File: config.mk
export PLATFORM = sky130hd
export DESIGN_NAME = uart_rx_os
export DESIGN_NICKNAME = d
export VERILOG_FILES = /design/src/rtl/uart_rx_os.sv
export SDC_FILE = /design/constraint.sdc
export NUM_CORES = 1
export LEC_CHECK = 0
export ABC_AREA = 1
export CORE_UTILIZATION = 35
export CTS_CLUSTER_DIAMETER = 200
export DETAILED_ROUTE_END_ITERATION = 10
export GPL_TIMING_DRIVEN = 0
export SYNTH_ARGS = -nofsm -noshare
export SYNTH_HDL_FRONTEND = slang
export SYNTH_SLANG_ARGS = --single-unit
export TNS_END_PERCENT = 30
File: constraint.sdc
create_clock -name CLK_I -period 1.62 [get_ports CLK_I]
set_input_delay 0.405 -clock CLK_I [delete_from_list [all_inputs] [get_ports CLK_I]]
set_output_delay 0.405 -clock CLK_I [all_outputs]
set_load 0.005 [all_outputs]
File: src/rtl/uart_rx_os.sv
// uart_rx_os: oversampling UART receiver with majority-voted bit decisions,
// optional parity, 1 or 2 stop bits, break detection and a valid/ready
// output holding register with overrun reporting.
module uart_rx_os #(
  parameter int unsigned CLK_RATE   = 100000000,
  parameter int unsigned BAUD_RATE  = 115200,
  parameter int unsigned OVERSAMPLE = 16,
  parameter int unsigned DATA_BITS  = 8,
  parameter int unsigned PARITY     = 0,
  parameter int unsigned STOP_BITS  = 1
) (
  input  logic                 CLK_I,
  input  logic                 RST_I,
  input  logic                 RX_I,
  output logic [DATA_BITS-1:0] DATA_O,
  output logic                 VALID_O,
  input  logic                 READY_I,
  output logic                 PARITY_ERR_O,
  output logic                 FRAME_ERR_O,
  output logic                 BREAK_O,
  output logic                 OVERRUN_O,
  output logic                 BUSY_O
);

  localparam int unsigned DIV   = (CLK_RATE + BAUD_RATE * OVERSAMPLE / 2) / (BAUD_RATE * OVERSAMPLE);
  localparam int unsigned CNT_W = (DIV > 1) ? $clog2(DIV) : 1;
  localparam int unsigned OS_W  = $clog2(OVERSAMPLE);
  localparam int unsigned BIT_W = $clog2(DATA_BITS);
  localparam int unsigned S0    = OVERSAMPLE / 2 - 1;
  localparam int unsigned S1    = OVERSAMPLE / 2;
  localparam int unsigned S2    = OVERSAMPLE / 2 + 1;

  localparam logic [2:0] ST_IDLE     = 3'd0;
  localparam logic [2:0] ST_START    = 3'd1;
  localparam logic [2:0] ST_DATA     = 3'd2;
  localparam logic [2:0] ST_PAR      = 3'd3;
  localparam logic [2:0] ST_STOP     = 3'd4;
  localparam logic [2:0] ST_BRK_WAIT = 3'd5;

  // Elaboration-time parameter legality checks
  if (DIV < 2) begin : g_div_chk
    $error("uart_rx_os: sample divisor must be at least 2");
  end
  if ((OVERSAMPLE < 8) || (OVERSAMPLE > 32) || ((OVERSAMPLE % 2) != 0)) begin : g_os_chk
    $error("uart_rx_os: OVERSAMPLE must be even and within 8..32");
  end
  if ((DATA_BITS < 5) || (DATA_BITS > 9)) begin : g_db_chk
    $error("uart_rx_os: DATA_BITS must be within 5..9");
  end
  if (PARITY > 2) begin : g_par_chk
    $error("uart_rx_os: PARITY must be 0, 1 or 2");
  end
  if ((STOP_BITS < 1) || (STOP_BITS > 2)) begin : g_stop_chk
    $error("uart_rx_os: STOP_BITS must be 1 or 2");
  end

  // Receive-side state
  logic                 rx_meta_q, rx_sync_q, rx_prev_q;
  logic [2:0]           state_q, state_d;
  logic [CNT_W-1:0]     div_cnt_q, div_cnt_d;
  logic [OS_W-1:0]      samp_cnt_q, samp_cnt_d;
  logic [1:0]           smp_q, smp_d;
  logic [BIT_W-1:0]     bit_cnt_q, bit_cnt_d;
  logic                 stop_cnt_q, stop_cnt_d;
  logic [DATA_BITS-1:0] shift_q, shift_d;
  logic                 par_err_q, par_err_d;
  logic                 frm_err_q, frm_err_d;
  logic                 all_zero_q, all_zero_d;

  // Output holding register
  logic [DATA_BITS-1:0] data_q, data_d;
  logic                 valid_q, valid_d;
  logic                 perr_q, perr_d;
  logic                 ferr_q, ferr_d;
  logic                 brk_q, brk_d;
  logic                 ovr_q, ovr_d;
  logic                 busy_q, busy_d;

  // Per-cycle decode helpers
  logic fall_c, tick_c, vote_c, voted_c;
  logic done_c, done_ferr_c, done_brk_c;
  logic frm_err_nx_c, all_zero_nx_c;

  // Two-flop synchroniser plus edge-detect history, all idling high
  always_ff @(posedge CLK_I or posedge RST_I) begin
    if (RST_I) begin
      rx_meta_q <= 1'b1;
      rx_sync_q <= 1'b1;
      rx_prev_q <= 1'b1;
    end else begin
      rx_meta_q <= RX_I;
      rx_sync_q <= rx_meta_q;
      rx_prev_q <= rx_sync_q;
    end
  end

  // Receiver state register
  always_ff @(posedge CLK_I or posedge RST_I) begin
    if (RST_I) begin
      state_q    <= ST_IDLE;
      div_cnt_q  <= '0;
      samp_cnt_q <= '0;
      smp_q      <= '0;
      bit_cnt_q  <= '0;
      stop_cnt_q <= 1'b0;
      shift_q    <= '0;
      par_err_q  <= 1'b0;
      frm_err_q  <= 1'b0;
      all_zero_q <= 1'b0;
    end else begin
      state_q    <= state_d;
      div_cnt_q  <= div_cnt_d;
      samp_cnt_q <= samp_cnt_d;
      smp_q      <= smp_d;
      bit_cnt_q  <= bit_cnt_d;
      stop_cnt_q <= stop_cnt_d;
      shift_q    <= shift_d;
      par_err_q  <= par_err_d;
      frm_err_q  <= frm_err_d;
      all_zero_q <= all_zero_d;
    end
  end

  // Tick generation, sampling, voting and frame sequencing
  always_comb begin
    state_d       = state_q;
    div_cnt_d     = div_cnt_q;
    samp_cnt_d    = samp_cnt_q;
    smp_d         = smp_q;
    bit_cnt_d     = bit_cnt_q;
    stop_cnt_d    = stop_cnt_q;
    shift_d       = shift_q;
    par_err_d     = par_err_q;
    frm_err_d     = frm_err_q;
    all_zero_d    = all_zero_q;
    done_c        = 1'b0;
    done_ferr_c   = 1'b0;
    done_brk_c    = 1'b0;
    frm_err_nx_c  = frm_err_q;
    all_zero_nx_c = all_zero_q;

    fall_c  = rx_prev_q & ~rx_sync_q;
    tick_c  = (state_q != ST_IDLE) && (div_cnt_q == CNT_W'(DIV - 1));
    vote_c  = tick_c && (samp_cnt_q == OS_W'(S2));
    voted_c = (smp_q[0] & smp_q[1]) | (smp_q[0] & rx_sync_q) | (smp_q[1] & rx_sync_q);

    // Bit timing restarts from zero every time the receiver leaves IDLE
    if (state_q == ST_IDLE) begin
      div_cnt_d  = '0;
      samp_cnt_d = '0;
    end else if (tick_c) begin
      div_cnt_d  = '0;
      samp_cnt_d = (samp_cnt_q == OS_W'(OVERSAMPLE - 1)) ? '0 : samp_cnt_q + OS_W'(1);
    end else begin
      div_cnt_d  = div_cnt_q + CNT_W'(1);
    end

    if (tick_c && (samp_cnt_q == OS_W'(S0))) smp_d[0] = rx_sync_q;
    if (tick_c && (samp_cnt_q == OS_W'(S1))) smp_d[1] = rx_sync_q;

    case (state_q)
      ST_IDLE: begin
        if (fall_c) begin
          state_d    = ST_START;
          bit_cnt_d  = '0;
          stop_cnt_d = 1'b0;
          par_err_d  = 1'b0;
          frm_err_d  = 1'b0;
          all_zero_d = 1'b1;
        end
      end
      ST_START: begin
        if (vote_c) state_d = voted_c ? ST_IDLE : ST_DATA;
      end
      ST_DATA: begin
        if (vote_c) begin
          shift_d    = {voted_c, shift_q[DATA_BITS-1:1]};
          all_zero_d = all_zero_q & ~voted_c;
          bit_cnt_d  = bit_cnt_q + BIT_W'(1);
          if (bit_cnt_q == BIT_W'(DATA_BITS - 1)) begin
            state_d = (PARITY != 0) ? ST_PAR : ST_STOP;
          end
        end
      end
      ST_PAR: begin
        if (vote_c) begin
          par_err_d  = (PARITY == 1) ? ~(^shift_q ^ voted_c) : (^shift_q ^ voted_c);
          all_zero_d = all_zero_q & ~voted_c;
          state_d    = ST_STOP;
        end
      end
      ST_STOP: begin
        if (vote_c) begin
          frm_err_nx_c = frm_err_q | ~voted_c;
          all_zero_nx_c = all_zero_q & ~voted_c;
          frm_err_d    = frm_err_nx_c;
          all_zero_d   = all_zero_nx_c;
          stop_cnt_d   = stop_cnt_q + 1'b1;
          if (stop_cnt_q == 1'(STOP_BITS - 1)) begin
            done_c      = 1'b1;
            done_brk_c  = all_zero_nx_c;
            done_ferr_c = frm_err_nx_c | all_zero_nx_c;
            state_d     = all_zero_nx_c ? ST_BRK_WAIT : ST_IDLE;
          end
        end
      end
      ST_BRK_WAIT: begin
        // Leave only after the line has stayed high for one whole bit time
        if (!rx_sync_q) begin
          samp_cnt_d = '0;
        end else if (tick_c && (samp_cnt_q == OS_W'(OVERSAMPLE - 1))) begin
          state_d = ST_IDLE;
        end
      end
      default: state_d = ST_IDLE;
    endcase
  end

  // Output holding register
  always_ff @(posedge CLK_I or posedge RST_I) begin
    if (RST_I) begin
      data_q  <= '0;
      valid_q <= 1'b0;
      perr_q  <= 1'b0;
      ferr_q  <= 1'b0;
      brk_q   <= 1'b0;
      ovr_q   <= 1'b0;
      busy_q  <= 1'b0;
    end else begin
      data_q  <= data_d;
      valid_q <= valid_d;
      perr_q  <= perr_d;
      ferr_q  <= ferr_d;
      brk_q   <= brk_d;
      ovr_q   <= ovr_d;
      busy_q  <= busy_d;
    end
  end

  // Load a completed frame unless an unconsumed one is held; else flag overrun
  always_comb begin
    data_d  = data_q;
    valid_d = valid_q;
    perr_d  = perr_q;
    ferr_d  = ferr_q;
    brk_d   = brk_q;
    ovr_d   = 1'b0;
    busy_d  = (state_d != ST_IDLE);

    if (valid_q && READY_I) valid_d = 1'b0;

    if (done_c) begin
      if (!valid_q || READY_I) begin
        data_d  = shift_q;
        perr_d  = par_err_q;
        ferr_d  = done_ferr_c;
        brk_d   = done_brk_c;
        valid_d = 1'b1;
      end else begin
        ovr_d = 1'b1;
      end
    end
  end

  assign DATA_O       = data_q;
  assign VALID_O      = valid_q;
  assign PARITY_ERR_O = perr_q;
  assign FRAME_ERR_O  = ferr_q;
  assign BREAK_O      = brk_q;
  assign OVERRUN_O    = ovr_q;
  assign BUSY_O       = busy_q;

endmodule

==> run summary <==
The run finished, with violations left. The final reports fail on design-rule violations. The first-pass GRT wire length is 7730 um. The summed instance area of the synthesized netlist is 2350 um2. The number of synthesized register bits came out at 47. The layout has between 600 and 700 filler cells. The total global routing track utilization is 0.138. The full die area came out at ~7000 um2.

Of the total synthesized cell area, the portion taken by XOR and XNOR cells is 0.0298. The library cell used as clock root buffer is sky130_fd_sc_hd__clkbuf_8. The setup path with the least slack is of type reg2reg. The post-synthesis adder-cell area fraction is 0.0373.

The synthesized netlist net count came out at 282. The number of global-route vias before repair is approximately 1700. The global route total overflow came out at 0. CTS built an H-tree with a depth of 2. The number of clock buffers added by TritonCTS is 5.

Setup repair after global routing could not meet its margin everywhere. The number of synthesized flops with an enable pin came out at 0. The initial antenna violation count came out at 0. The horizontal extent of the die came out at 83.9 um.

Across the run, the number of max-cap violations was 0. Power spread over the standard cell area amounts to 819 nW/um2. After synthesis, the largest family of logic cells by area is simple AND/OR/NAND/NOR gates. The fmax came out at a little over 0.6 GHz.

The category of the worst setup path capture point is a register. Once detail routing completed, the nets flagged for antenna violations numbered 0. The compound-cell area share of the yosys netlist is 0.0953. The largest fanout on the critical path came out at 10. The share of the clock period used by the worst path after layout came out at 0.999.

The TritonCTS clock tree is done. The signed area change from the synthesized netlist to the final layout is 19.5%. The final-report max-slew violation count came out at 0.

The fraction of final layout cells sized beyond drive strength 1 is 0.171. The count of antenna diodes in the layout is 0. In this run the worst setup path begins at div_cnt_q[1]$_DFF_PP0_. The number of DRC markers after the initial detailed-route iteration came out at 78. From bottom edge to top edge, the die measures 83.9 um.

The post-synthesis simple-gate area fraction is 0.262. The slew at the pin with the worst max-slew slack came out at 516 ps. The headroom to the max-slew limit came out at 0.656. The number of placed instances, taps included is 366. The setup TNS is 0 ps. The worst setup path is launched from a register.

The class of the worst hold path is reg2reg. The average footprint of a synthesized cell came out at 8.67 um2. The number of failing setup endpoints in the final timing report is 0.

The clock net sink count is 47. The clock transition time at the flip-flop clock pins of the worst setup and hold paths came out at about 80 ps. The number of hold buffers added after CTS came out at 0. The worst hold path begins at rx_meta_q$_DFF_PP1_.

The vias after detailed routing came out at 1783. The post-layout net count came out at between 300 and 400. For the worst setup path, the data required time is between 1500 and 2000 ps. The share of synthesized area occupied by flip-flops and latches came out at 0.502. Measured against the total synthesized area, the mux share comes to 0.

The final layout contains routed wiring with a total length of 4390 um. The clock network latency to the later pin of the worst-skew pair came out at 290 ps. The count of placed standard cells in the final layout, fillers left out is 381. Dividing the detail-routed via count by the number of cells gives 4.68. The post-layout total power came out at around 0.0023 W. The number of hold violations in the final report is 0. The highest ir drop seen on vdd is 0.491 mV. The count of buffers inserted at the top-level ports came out at 17. In the routed design, unresolved DRC markers number 6.

The worst flop-to-flop path startpoint is div_cnt_q[1]$_DFF_PP0_. The time the worst path needs with I/O delays and setup came out at between 1500 and 2000 ps. In this run the static leakage power is 1.39 nW.

The count of unique library cells instantiated by Yosys came out at 26. Among all flip-flop cells after synthesis, the most frequent one is sky130_fd_sc_hd__dfrtp_1. The starting utilization of the core area came out at 0.366. The standard cell core area is roughly 6400 um2. The clock tree skew after final layout is slightly below 6 ps.

The total number of placement rows came out at 29. The post-synthesis async set-or-reset flop share came out at 1.00. Yosys printed 0 warnings.

The top-level port count came out at 18. The maximum clock path buffer count came out at 2. Detailed placement ended at an HPWL of 3190 um. Before antenna repair, the detailed router went through 7 iterations. The wire length per cell after detailed routing is 11.5 um. The synthesized instance count came out at 271. The placer congestion estimate came out at 0.830. The data arrival time of the critical path came out at 1810 ps. Entering global routing, the biggest net connects 26 pins.
## cell usage after synthesis, types with 2 or more instances
cell	instances	area share
sky130_fd_sc_hd__ha_1	7	0.037
sky130_fd_sc_hd__dfrtp_1	44	0.47
sky130_fd_sc_hd__nand3b_1	2	0.0064
sky130_fd_sc_hd__nand2_4	2	0.0096
sky130_fd_sc_hd__o211ai_1	2	0.0064
sky130_fd_sc_hd__xnor2_1	3	0.011
sky130_fd_sc_hd__xor2_1	5	0.019
sky130_fd_sc_hd__nand4_1	3	0.0080
sky130_fd_sc_hd__o21ai_1	9	0.019
sky130_fd_sc_hd__dfstp_2	3	0.034
sky130_fd_sc_hd__nor2_1	24	0.038
sky130_fd_sc_hd__o21ai_2	11	0.041
sky130_fd_sc_hd__nand2_1	78	0.12
sky130_fd_sc_hd__o21ai_0	6	0.013
sky130_fd_sc_hd__nor3_1	2	0.0043
sky130_fd_sc_hd__nand3_2	2	0.0085
sky130_fd_sc_hd__buf_6	3	0.014
sky130_fd_sc_hd__inv_1	37	0.059
sky130_fd_sc_hd__a21oi_1	6	0.013
sky130_fd_sc_hd__nand3_1	16	0.034
## final timing paths
kind                                              end  slack [ps]  cells past startpoint
min in group asynchronous       DATA_O[2]$_DFFE_PP0P_         460                      2
worst max register to register  DATA_O[3]$_DFFE_PP0P_           1                     10
worst max-delay path            DATA_O[3]$_DFFE_PP0P_           1                     10
max in group asynchronous         rx_prev_q$_DFF_PP1_         580                      3
worst min-delay path              rx_sync_q$_DFF_PP1_         360                      0
worst min register to register    rx_sync_q$_DFF_PP1_         360                      0
## worst max-delay path, cell delays in order, from the launching register on
cell and delay [ps]:
sky130_fd_sc_hd__dfrtp_1 400, sky130_fd_sc_hd__inv_1 70, sky130_fd_sc_hd__ha_2 160, sky130_fd_sc_hd__nand2_2 60, sky130_fd_sc_hd__nor2_4 120, sky130_fd_sc_hd__nand2_4 100, sky130_fd_sc_hd__nor2_8 180, sky130_fd_sc_hd__nand4_4 130
sky130_fd_sc_hd__buf_6 170, sky130_fd_sc_hd__nand2_1 70, sky130_fd_sc_hd__o21ai_2 50
## power breakdown
group	internal [W]	total, W	leakage [nW]	switching, W
sequential	0.00125	0.00132	0.626	0.0000654
clock	0.000304	0.000681	0.0422	0.000377
combinational	0.000134	0.000304	0.720	0.000170
## through the flow
step | util | area (um2) | hold WS (ps) | worst slack [ps]
floorplan | - | 2350 | 345 | 88.2
global placement | 0.407 | 2620 | 346 | -883
detailed placement | 0.410 | 2640 | 347 | -122
CTS | 0.431 | 2770 | 360 | -39.6
global route | 0.437 | 2810 | 368 | -151
finish | 0.437 | 2810 | 358 | 1.09
## logic make-up after synthesis
group / count (synthesis)
AO/OA/AOI/OAI: 35
XOR/XNOR: 8
adder cells (fa/ha/maj): 7
buffers and inverters: 40
flip-flops: 47
AND/OR/NAND/NOR: 134
## flip-flops by register name (all words and copies together) (netlist names), 2 cells and up
register / flops
DATA_O: 8
shift_q: 8
div_cnt_q: 6
samp_cnt_q: 4
bit_cnt_q: 3
state_q: 3
smp_q: 2
## cell usage in the layout, fill, tap and decap left out
cell,n
sky130_fd_sc_hd__o21a_1,1
sky130_fd_sc_hd__nand4_4,1
sky130_fd_sc_hd__nand2_2,4
sky130_fd_sc_hd__a21oi_2,1
sky130_fd_sc_hd__inv_2,3
sky130_fd_sc_hd__nand4_1,3
sky130_fd_sc_hd__clkbuf_8,5
sky130_fd_sc_hd__clkdlybuf4s50_1,17
sky130_fd_sc_hd__o21ai_2,11
sky130_fd_sc_hd__nand2_1,75
sky130_fd_sc_hd__nor3b_1,1
sky130_fd_sc_hd__ha_1,5
sky130_fd_sc_hd__clkinv_2,1
sky130_fd_sc_hd__nor2_1,22
sky130_fd_sc_hd__nor2_4,1
sky130_fd_sc_hd__xor2_1,5
sky130_fd_sc_hd__nor2_2,2
sky130_fd_sc_hd__nand3_1,14
sky130_fd_sc_hd__nand3b_1,2
sky130_fd_sc_hd__buf_4,7
sky130_fd_sc_hd__nand3_4,1
sky130_fd_sc_hd__buf_12,1
sky130_fd_sc_hd__nand3_2,3
sky130_fd_sc_hd__a21oi_1,5
sky130_fd_sc_hd__clkbuf_1,2
sky130_fd_sc_hd__o21ai_0,4
sky130_fd_sc_hd__o211ai_1,2
sky130_fd_sc_hd__o21ai_1,11
sky130_fd_sc_hd__xnor2_1,3
sky130_fd_sc_hd__ha_2,2
sky130_fd_sc_hd__dfstp_2,3
sky130_fd_sc_hd__nor2_8,1
sky130_fd_sc_hd__nand2_4,2
sky130_fd_sc_hd__inv_1,34
sky130_fd_sc_hd__dfrtp_1,44
sky130_fd_sc_hd__buf_6,3
sky130_fd_sc_hd__nor3_1,2
## metal layers
| layer | vias to the layer above | GRT usage | share of wire | wire length, um |
|---|---|---|---|---|
| li1 | 919 | - | - | - |
| met1 | 834 | 0.170 | 0.48 | 2100 |
| met2 | 21 | 0.231 | 0.48 | 2130 |
| met3 | 9 | 0.0317 | 0.024 | 104 |
| met4 | 0 | 0.0596 | 0.014 | 61 |
| met5 | - | 0 | 0 | 0 |
## final cells by class
class | count | area [um2] | share of cell area
plain buffers | 3 | 33.8 | 0.0120
clock buffers | 7 | 76.3 | 0.0272
clock inverters | 1 | 5.00 | 0.00178
inverters | 37 | 139 | 0.0494
multi-input cells | 184 | 1040 | 0.369
flip-flops and latches | 47 | 1180 | 0.420
well taps | 77 | 96.3 | 0.0343
repair buffers | 25 | 243 | 0.0864
## timing repair
item,in CTS,in global routing
resized for setup,2,13
setup endpoints to repair,23,35
gates cloned,0,0
pin swaps,2,2
setup buffers,6,1
No activity file was read; power rests on OpenSTA's default activity.
